**src/rtl/johnson_monitor.sv**
```systemverilog
// johnson_monitor
//   Watches a 4-bit Johnson counter, decodes each valid sample to a phase 0..7 and checks
//   that successive samples advance by exactly one phase. After LOCK_N consecutive legal
//   successors the monitor tracks the counter, counting revolutions (7->0 steps) and sequence
//   errors. ERR_MAX errors latch a fault that only clr or reset releases.
//
// Ports
//   clk          clock, all state updates on the rising edge
//   rst          synchronous active-low reset, priority over everything
//   jc_in        Johnson code from the upstream counter
//   jc_valid     qualifies jc_in; when low every register holds
//   clr          synchronous clear of fault, counters and FSM (priority over jc_valid)
//   phase        decoded phase of the last accepted legal sample
//   phase_valid  phase holds a decoded legal sample
//   locked       FSM is in TRACK
//   fault        FSM is in FAULT
//   rev_count    revolutions completed while tracking (wraps)
//   err_count    sequence errors seen while tracking (saturates at 15)
module johnson_monitor #(
    parameter int unsigned LOCK_N  = 4,
    parameter int unsigned ERR_MAX = 3,
    parameter int unsigned REV_W   = 8
) (
    input  logic             clk,
    input  logic             rst,
    input  logic [3:0]       jc_in,
    input  logic             jc_valid,
    input  logic             clr,
    output logic [2:0]       phase,
    output logic             phase_valid,
    output logic             locked,
    output logic             fault,
    output logic [REV_W-1:0] rev_count,
    output logic [3:0]       err_count
);

    typedef enum logic [1:0] {StIdle, StSync, StTrack, StFault} state_e;

    localparam logic [3:0] LockN  = 4'(LOCK_N);
    localparam logic [3:0] ErrMax = 4'(ERR_MAX);

    state_e           state_q, state_d;
    logic [3:0]       run_q, run_d;
    logic [2:0]       phase_q, phase_d;
    logic             phase_valid_q, phase_valid_d;
    logic             locked_q, fault_q;
    logic [REV_W-1:0] rev_count_q, rev_count_d;
    logic [3:0]       err_count_q, err_count_d;

    logic       legal;
    logic [2:0] dec;
    logic       succ;
    logic [3:0] run_inc;
    logic [3:0] err_inc;

    always_comb begin
        legal = 1'b1;
        dec   = 3'd0;
        case (jc_in)
            4'b1111: dec = 3'd0;
            4'b0111: dec = 3'd1;
            4'b0011: dec = 3'd2;
            4'b0001: dec = 3'd3;
            4'b0000: dec = 3'd4;
            4'b1000: dec = 3'd5;
            4'b1100: dec = 3'd6;
            4'b1110: dec = 3'd7;
            default: legal = 1'b0;
        endcase
    end

    // phase_q doubles as the stored previous phase; 3-bit add wraps 7 -> 0.
    assign succ    = legal && (dec == (phase_q + 3'd1));
    assign run_inc = run_q + 4'd1;
    assign err_inc = (err_count_q == 4'hF) ? 4'hF : err_count_q + 4'd1;

    always_comb begin
        state_d       = state_q;
        run_d         = run_q;
        phase_d       = phase_q;
        phase_valid_d = phase_valid_q;
        rev_count_d   = rev_count_q;
        err_count_d   = err_count_q;

        if (clr) begin
            state_d       = StIdle;
            run_d         = 4'd0;
            phase_valid_d = 1'b0;
            rev_count_d   = '0;
            err_count_d   = 4'd0;
        end else if (jc_valid) begin
            case (state_q)
                StIdle: begin
                    if (legal) begin
                        state_d       = StSync;
                        phase_d       = dec;
                        phase_valid_d = 1'b1;
                        run_d         = 4'd0;
                    end
                end
                StSync: begin
                    if (!legal) begin
                        state_d       = StIdle;
                        phase_valid_d = 1'b0;
                    end else if (succ) begin
                        phase_d = dec;
                        run_d   = run_inc;
                        if (run_inc == LockN) begin
                            state_d = StTrack;
                        end
                    end else begin
                        // Legal but out of order: restart the lock count from this phase.
                        phase_d = dec;
                        run_d   = 4'd0;
                    end
                end
                StTrack: begin
                    if (succ) begin
                        phase_d = dec;
                        if (phase_q == 3'd7) begin
                            rev_count_d = rev_count_q + REV_W'(1);
                        end
                    end else begin
                        err_count_d = err_inc;
                        if (err_inc == ErrMax) begin
                            state_d = StFault;
                        end else if (legal) begin
                            state_d = StSync;
                            phase_d = dec;
                            run_d   = 4'd0;
                        end else begin
                            state_d       = StIdle;
                            phase_valid_d = 1'b0;
                        end
                    end
                end
                StFault: ;  // frozen until clr or reset
                default: state_d = StIdle;
            endcase
        end
    end

    always_ff @(posedge clk) begin
        if (!rst) begin
            state_q       <= StIdle;
            run_q         <= 4'd0;
            phase_q       <= 3'd0;
            phase_valid_q <= 1'b0;
            locked_q      <= 1'b0;
            fault_q       <= 1'b0;
            rev_count_q   <= '0;
            err_count_q   <= 4'd0;
        end else begin
            state_q       <= state_d;
            run_q         <= run_d;
            phase_q       <= phase_d;
            phase_valid_q <= phase_valid_d;
            locked_q      <= (state_d == StTrack);
            fault_q       <= (state_d == StFault);
            rev_count_q   <= rev_count_d;
            err_count_q   <= err_count_d;
        end
    end

    assign phase       = phase_q;
    assign phase_valid = phase_valid_q;
    assign locked      = locked_q;
    assign fault       = fault_q;
    assign rev_count   = rev_count_q;
    assign err_count   = err_count_q;

endmodule

```
**config.mk**
```make
export PLATFORM = sky130hd
export DESIGN_NAME = johnson_monitor
export DESIGN_NICKNAME = d
export VERILOG_FILES = /design/src/rtl/johnson_monitor.sv
export SDC_FILE = /design/constraint.sdc
export NUM_CORES = 1
export LEC_CHECK = 0
export CAP_MARGIN = 10
export CELL_PAD_IN_SITES_DETAIL_PLACEMENT = 0
export CELL_PAD_IN_SITES_GLOBAL_PLACEMENT = 1
export CORE_MARGIN = 1.5
export CORE_UTILIZATION = 25
export CTS_CLUSTER_DIAMETER = 80
export DETAILED_ROUTE_END_ITERATION = 12
export GPL_ROUTABILITY_DRIVEN = 0
export PLACE_DENSITY_LB_ADDON = 0.08
export SLEW_MARGIN = 20
export SYNTH_ARGS = -nofsm -noshare
export SYNTH_HDL_FRONTEND = slang
export SYNTH_SLANG_ARGS = --single-unit
```
**constraint.sdc**
```tcl
create_clock -name clk -period 5.6 [get_ports clk]
set_input_delay 1.68 -clock clk [delete_from_list [all_inputs] [get_ports clk]]
set_output_delay 1.68 -clock clk [all_outputs]
set_load 0.05 [all_outputs]
```
Word-level counts from Yosys, hierarchy flattened --
Cells that the tools add are included.
Word-level totals: output and inout bits 18, flip-flop bits (word level) 24, latch bits 0, memories kept 0, input port bits 8, memory bits (writable) 0, bits in read-only memories 0
Cells by class: div/mod/pow operators 0, reductions and logical operators 13, order comparisons 0, add/subtract/negate cells 4, equality and inequality tests 21, multiply operators 0, multiplexer cells 28, shift-type cells 0, bitwise logic cells 3
Operators by type and width (count):
- $mux 4 | 6
- $pmux 3 s7 | 1
- $eq 4x4->1 const B | 5
- $mux 2 | 8
- $pmux 4 s3 | 1
- $reduce_and 5->1 | 2
- $mux 3 | 3
- $add 4x1->4 const B | 2
- $add 8x1->8 const B | 1
- $eq 4x2->1 const B | 2
- $eq 4x3->1 const B | 2
- $ne 2x2->1 const B | 4
- $reduce_and 4->1 | 2
- $reduce_or 8->1 | 1
- $eq 2x2->1 const B | 3
- $mux 1 | 6
- $pmux 2 s3 | 1
- $pmux 3 s2 | 1
- $eq 4x1->1 const B | 1
- $logic_not 4->1 | 1
- $reduce_or 2->1 | 2
- $add 3x1->3 const B | 1
- $eq 3x3->1 | 1
- $eq 3x3->1 const B | 1
- other kinds (9) | 11

Longest topological paths before layout --
Gate-level depths: netlist of run 1.
depth after elaboration 10, depth in mapped cells 8, gate-level depth less buffers 7

Worst setup path after synthesis of run 1 --
OpenSTA, ideal clock, no wires.
path type input to register, start point in jc_in[3], end point reg run_q[2], arrival time 3.289 ns, required time 5.478 ns, setup time 0.122 ns, slack 2.189 ns, cell stages on the path 7, cells stage by stage buf_2 > nor2b_1 > nor3_1 > or2_2 > o2111ai_1 > or2_4 > a311o_1
On the way: word-level cells in the longest chain between the ends 7
RTL lines:
- from (decl) | RTL line 26 | input logic [3:0] jc_in,
- $eq 4x4->1 (tied with other cells) | RTL line 59 | case (jc_in)
- $pmux 3 s7 / $reduce_or 8->1 (equally long branches)
- $eq 3x3->1 / $mux 1 (equally long branches) | RTL line 73, 59
- $logic_and 1x1->1 / $mux 4 (equally long branches)
- $mux 4, on equally long branches (2 in series)
- $pmux 4 s3 | RTL line 92 | case (state_q)
- to (signal assigned) | RTL line 155 | run_q <= run_d;
- to (decl) | RTL line 43 | logic [3:0] run_q, run_d;
Parallel ways exist; a longest one is shown, timed or not. The select of a mux whose other input is x is not followed. A chain may end at the register's enable or synchronous reset.

Worst setup path in the final report of run 1 --
start point in jc_in[3], end point reg rev_count_q[7] (netlist: rev_count[7])
On the way: word-level cells in the longest chain between the ends 5
RTL lines:
- $eq 4x4->1 (tied with other cells) | RTL line 59
- $pmux 3 s7 / $reduce_or 8->1 (equally long branches)
- $eq 3x3->1 / $mux 1 (equally long branches) | RTL line 73, 59
- $logic_and 1x1->1 (*) | RTL line 73 | assign succ = legal && (dec == (phase_q + 3'd1));
- $reduce_and 4->1 (no source line) (*)
- to (signal assigned) | RTL line 160 | rev_count_q <= rev_count_d;
- to (decl) | RTL line 47 | logic [REV_W-1:0] rev_count_q, rev_count_d;
Every way passes the cells marked *; elsewhere a longest branch is shown, timed or not.

==> metrics.csv, run 1 <==
stage;metric;value;unit
global_route;number of global-route vias before repair;1443;
die;row count;29;
clocking;Hold Buf Count CTS;0;
setup_path;crit path capture type;flip-flop;
synth;Yosys top cell area share;29.7;%
sta;setup violators final;0;
die;Die Y-Extent;83.4;microns
setup_path;Crit path arrival time;4280;ps
synth;register bit count reported by yosys;24;
clocking;# Post-CTS Setup Buffers;0;
detailed_routing;TritonRoute pass-1 iters;4;
setup_path;R2R setup slack;2720;ps
global_route;largest net degree at the start of global routing;18;
clocking;H-tree depth;1;
clocking;Clock transition at path regs;90;ps
synth;Ys Warns;0;
pwr;total power draw;0.000387;W
detailed_routing;Via Count;1538;
clocking;CTS Buf Count;3;
detailed_routing;routed wire length;4070;microns
sta;RSZ-0062 raised after global routing;false;
synth;Gate Count Post-Synth;189;
setup_path;worst-path fanout max;14;
detailed_routing;wire length per cell;14.1;microns
clocking;TritonCTS clock tree;yes;
detailed_routing;initial DRC count;58;
setup_path;WP buf/inv;1;
global_route;first-pass GRT wire length;6920;microns
setup_path;crit path kind;in -> reg;
detailed_routing;Via density;5.32;
clocking;clock latency on the worst-skew pair;270;ps
sta;Setup Skew;2.60;ps
setup_path;Cell Chain, Critical Path;clkdlybuf4s50_1, nor2b_1, o32ai_1, a31o_4, nand4_1, or4_1, a21oi_1;
die;num ports;26;
die;Starting Density;25.6;%
layout;Synth-to-Final Area Change;23.5;%
synth;EDFF count, synth;0;
synth;Synth cell types;57;
synth;FFs w/ async S/R, synth;0;%
hold_path;HP Class;reg -> reg;
synth;synth top area cells;dfxtp_1 (30%), ha_1 (7.7%), nand2_1 (3.7%);
global_route;GRT Total Usage;12.1;%
sta;setup TNS;0;ps
setup_path;max incr delay on CP;660;ps
clocking;maximum clock path buffer count;2;
sta;Final Max Tran Viols;0;
global_route;antenna violations before repair;0;
sta;Hold Slack;473;ps
die;Die Wd;83.4;microns
job;max_cap viols;0;
detailed_routing;antenna viol nets, final;0;
outcome;status;complete, no violations;
clocking;post-cts sizing count;0;
place;HPWL Detailed;3110;microns
setup_path;CP max-delay cell;or4_1;
sta;headroom to the max-slew limit;54.5;%
synth;post-synth top area cell;dfxtp_1;
sta;fmax;246;MHz
pwr;Pwr per Cell Area;194;nW/um^2
layout;layout cells sized above 1;7.08;%
synth;Net Count, Synth;207;
die;die footprint;6960;sq um
synth;mean post-synth cell area;8.56;sq um
place;PortBufs;25;
layout;layout net count;231;
clocking;clk sink count;24;
pwr;Leakage;0.673;nW
sta;crit share post-route;72.6;%
synth;Seq/Total Area, Yosys;29.7;%
synth;Post-synth top flop;dfxtp_1;
detailed_routing;DRC Markers;0;
global_route;total gr overflow;0;
setup_path;CP required;5810;ps
setup_path;CP startpoint kind;input pin;
sta;worst slew pin tran;679;ps
sta;crit path time final;4070;ps
synth;synthesized cell area;1620;sq um
setup_path;top cell family by delay on the critical path;simple AND/OR/NAND/NOR gates;
clocking;clk root buf;clkbuf_8;
sta;endpoints failing hold;0;
layout;n_diodes;0;
die;core footprint;6310;sq um
pwr;Peak VDD IR;131;uV
## kinds of logic (layout without fill, tap and decap cells)
| kind of cell | count (synthesis) | after routing | share of synthesized area [%] |
|---|---|---|---|
| adders and majority gates | 10 | 10 | 7.73 |
| xor gates and xnor gates | 5 | 5 | 3.17 |
| buffers and inverters | 15 | 38 | 4.64 |
| DFF | 24 | 24 | 29.7 |
| AOI/OAI and AO/OA | 49 | 49 | 23.4 |
| and+or+nand+nor | 83 | 83 | 29.5 |
| muxes | 3 | 3 | 1.86 |
## state kept, by name, summed over array words and instances (netlist names), named ones only
name / count
rev_count: 8
err_count: 4
run_q: 4
state_q: 2
fault: 1
locked: 1
phase: 1
phase_valid: 1
## final cells by class
cell class	instances	area (sq um)
Clock buffer	3	41.3
Inverter	8	30.0
Tap cell	77	96.3
Fill cell	688	4320
Multi-Input combinational cell	150	1060
Sequential cell	24	480
Clock inverter	1	30.0
Timing Repair Buffer	26	258
## report_power, final
part           total [W]  leakage, nW  switching (W)  internal [W]
Combinational  0.0000552        0.444      0.0000337     0.0000215
Clock           0.000159       0.0357      0.0000628     0.0000957
Sequential      0.000173        0.194     0.00000158      0.000172
Total           0.000387        0.673      0.0000981      0.000289
## path summary, 6_finish.rpt
path	from	endpoint	cells past startpoint
max	jc_in[3]	rev_count[7]	7
min	phase_valid	phase_valid	2
max reg2reg	flip-flop	rev_count[7]	7
min reg2reg	phase_valid	phase_valid	2
## worst reg2reg max path, delay by kind of cell, from the launching register on
kind	cells	cell delay, ps
AO/OA/AOI/OAI	3	710
adder cells (fa/ha/maj)	2	550
flip-flops	1	380
AND/OR/NAND/NOR	2	1160
## routing by layer
layer	up-vias	GRT usage [%]	routed length (microns)
li1	771	-	-
met1	736	15.4	1990
met2	27	20.6	1900
met3	4	2.09	140
met4	0	4.32	42
met5	-	0	0
## cell usage in the layout (no fill, tap or decap), types with 3 or more instances in the layout
cell type / count
inv_1: 8
nand3_1: 7
nor2b_1: 5
dfxtp_1: 24
nor4_1: 4
nor2_1: 10
o31ai_1: 6
o21ai_0: 4
a311o_1: 3
mux2i_1: 3
o32ai_1: 3
nand2_1: 16
nor3_1: 4
ha_1: 10
nand2b_1: 5
clkbuf_8: 3
a21oi_1: 8
or4_1: 5
or3_1: 6
clkdlybuf4s50_1: 25
o211ai_1: 5
nand4_1: 5
## metrics by stage
stage,util (%),area (sq um),setup slack (ps),instances
after floorplan,-,1620,2190,189
after global placement,30.5,1930,1300,285
after detailed placement,30.5,1930,1260,285
after CTS,31.6,2000,1550,289
after global routing,31.6,2000,1300,289
final,31.6,2000,1530,289
## synthesized netlist by cell type (3+ instances only)
cell type / count
mux2i_1: 3
or3_1: 6
nor2_1: 10
dfxtp_1: 24
nor3_1: 4
nand2b_1: 5
o31ai_1: 6
nor2b_1: 5
ha_1: 10
o21ai_0: 4
a21oi_1: 8
o211ai_1: 5
a311o_1: 3
nand3_1: 7
or4_1: 5
nor4_1: 4
o32ai_1: 3
inv_1: 8
nand4_1: 5
nand2_1: 16
No activity file was read; power rests on OpenSTA's default activity.
==> run 2, diff against run 1 <==
==> constraint.sdc (replaced) <==
create_clock -name clk -period 3.35 [get_ports clk]
set_input_delay 1.005 -clock clk [delete_from_list [all_inputs] [get_ports clk]]
set_output_delay 1.005 -clock clk [all_outputs]
set_load 0.05 [all_outputs]
==> run 2 against run 1 <==
Register-to-register slack lost 1800 ps. First-iteration DRC count grew 16%. Setup slack lost 1200 ps. Critical path depth grew 1. Clock-buffer cell count is the same. Global-route usage grew 0.28 points. Sequential share of layout area shrank 0.79 points. Worst hold slack gained 1.6 ps. Highest routed layer unchanged.
==> metrics.csv, run 2 (synthesized netlist as in run 1, its figures left out) <==
stage;metric;value;unit;change
setup_path;worst-path fanout max;14;;unchanged
die;core footprint;6310;sq um;unchanged
global_route;met1 usage;15.5;%;+0.093 points
clocking;Clock transition at path regs;90;ps;about the same
global_route;total gr overflow;0;;unchanged
die;row count;29;;unchanged
sta;RSZ-0062 raised after global routing;false;;
global_route;met2 Resource Use GR;21.1;%;+0.52 points
clocking;H-tree depth;1;;unchanged
clocking;# Post-CTS Setup Buffers;0;;unchanged
die;Die Y-Extent;83.4;microns;unchanged
pwr;Leakage;0.717;nW;+6.5%
detailed_routing;wire length per cell;14.4;microns;+2.5%
detailed_routing;initial DRC count;67;;+16%
layout;most common cell after layout, fill and taps aside;clkdlybuf4s50_1;;
setup_path;crit path capture type;flip-flop;;
die;Die Wd;83.4;microns;unchanged
global_route;GRT Total Usage;12.4;%;+0.28 points
layout;final core area utilization;32.7;%;+1.1 points
die;Starting Density;25.6;%;unchanged
detailed_routing;routed wire length;4300;microns;+5.7%
clocking;CTS Buf Count;3;;unchanged
layout;max reg flops;8;;unchanged
clocking;post-cts sizing count;0;;unchanged
hold_path;worst hold stages;2;;unchanged
detailed_routing;Via density;5.43;;+2.0%
clocking;clk root buf;clkbuf_8;;
sta;setup TNS;0;ps;unchanged
sta;fmax;328;MHz;
sta;Final Max Tran Viols;0;;unchanged
layout;layout cells sized above 1;10.9;%;+3.8 points
global_route;number of global-route vias before repair;1489;;+3.2%
layout;commonest non-fill, non-tap cells in the layout;clkdlybuf4s50_1 (25), dfxtp_1 (24), nand2_1 (16);;
clocking;clock latency on the worst-skew pair;280;ps;about the same
layout;Synth-to-Final Area Change;27.7;%;
sta;headroom to the max-slew limit;62.9;%;+8.4 points
detailed_routing;DRC Markers;0;;unchanged
layout;layout net count;240;;+3.9%
sta;worst slew pin tran;552;ps;-127 ps
pwr;Pwr per Cell Area;317;nW/um^2;+63%
place;PortBufs;25;;unchanged
clocking;maximum clock path buffer count;2;;unchanged
pwr;Peak VDD IR;146;uV;+12%
clocking;Hold Buf Count CTS;0;;unchanged
global_route;largest net degree at the start of global routing;17;;-1
clocking;TritonCTS clock tree;yes;;
setup_path;Critical Path Start;jc_in[3];;
global_route;antenna violations before repair;0;;unchanged
job;max_cap viols;0;;unchanged
die;num ports;26;;unchanged
sta;Setup Skew;3.69;ps;+1.08 ps
hold_path;hold path start;phase_valid;;
detailed_routing;antenna viol nets, final;0;;unchanged
setup_path;Crit path arrival time;3250;ps;-1030 ps
layout;n_diodes;0;;unchanged
setup_path;CP startpoint kind;input pin;;
setup_path;CP required;3560;ps;-2250 ps
setup_path;Reg2Reg Depth;8;;+1
global_route;grt met3 use;2.39;%;+0.30 points
clocking;clk sink count;24;;unchanged
global_route;first-pass GRT wire length;7070;microns;+2.2%
pwr;total power draw;0.000654;W;+69%
sta;endpoints failing hold;0;;unchanged
hold_path;HP Class;reg -> reg;;
place;HPWL Detailed;3310;microns;+6.2%
sta;crit share post-route;90.9;%;
setup_path;crit path kind;in -> reg;;
die;die footprint;6960;sq um;unchanged
sta;crit path time final;3050;ps;
sta;setup violators final;0;;unchanged
detailed_routing;TritonRoute pass-1 iters;5;;+1
outcome;status;complete, no violations;;
global_route;global route hottest layer;met2;;
detailed_routing;Via Count;1618;;+5.2%
-- run 2: cell types whose count changed in the layout (fill, tap and decap cells not counted) --
cell	before	now
buf_4	1	10
-- run 2: worst paths after layout --
path                                endpoint  slack [ps]
worst max register to register  rev_count[7]         900
worst max-delay path            rev_count[7]         300
worst min-delay path             phase_valid         470
worst min register to register   phase_valid         470
-- run 2: cell type report --
cell class | count | area, sq um
repair buffers | 35 | 325
clock buffers | 3 | 41.3
well taps | 77 | 96.3
clock inverters | 1 | 30.0
inverters | 8 | 30.0
flip-flops and latches | 24 | 480
fillers | 685 | 4250
multi-input cells | 150 | 1060
-- run 2: per-stage QoR --
step           std cells  hold slack [ps]  cell area [sq um]  worst slack [ps]
6_report             298              474               2070               304
5_1_grt              298              506               2070               203
4_1_cts              298              489               2070               308
3_5_place_dp         294              475               1990              17.0
3_3_place_gp         294              467               1990              49.9
2_1_floorplan        189              533               1620               614
-- run 2: power breakdown --
| part | internal (W) | switching [W] | total, W |
|---|---|---|---|
| Clock | 0.000160 | 0.000103 | 0.000263 |
| Sequential | 0.000287 | 0.00000275 | 0.000290 |
| Combinational | 0.0000433 | 0.0000580 | 0.000101 |
-- run 2: routing by layer --
layer / part of all wire [%] / wire length [microns]
met1: 44 / 1900
met2: 48 / 2090
met3: 5.5 / 235
met4: 1.8 / 78
met5: 0 / 0
-- run 2: critical path, cell delays in order --
cell and delay (ps):
clkdlybuf4s50_1 580, nor2b_2 100, o32ai_1 370, a31o_4 250
nand4_1 90, buf_4 200, or4_1 500, a21oi_1 160
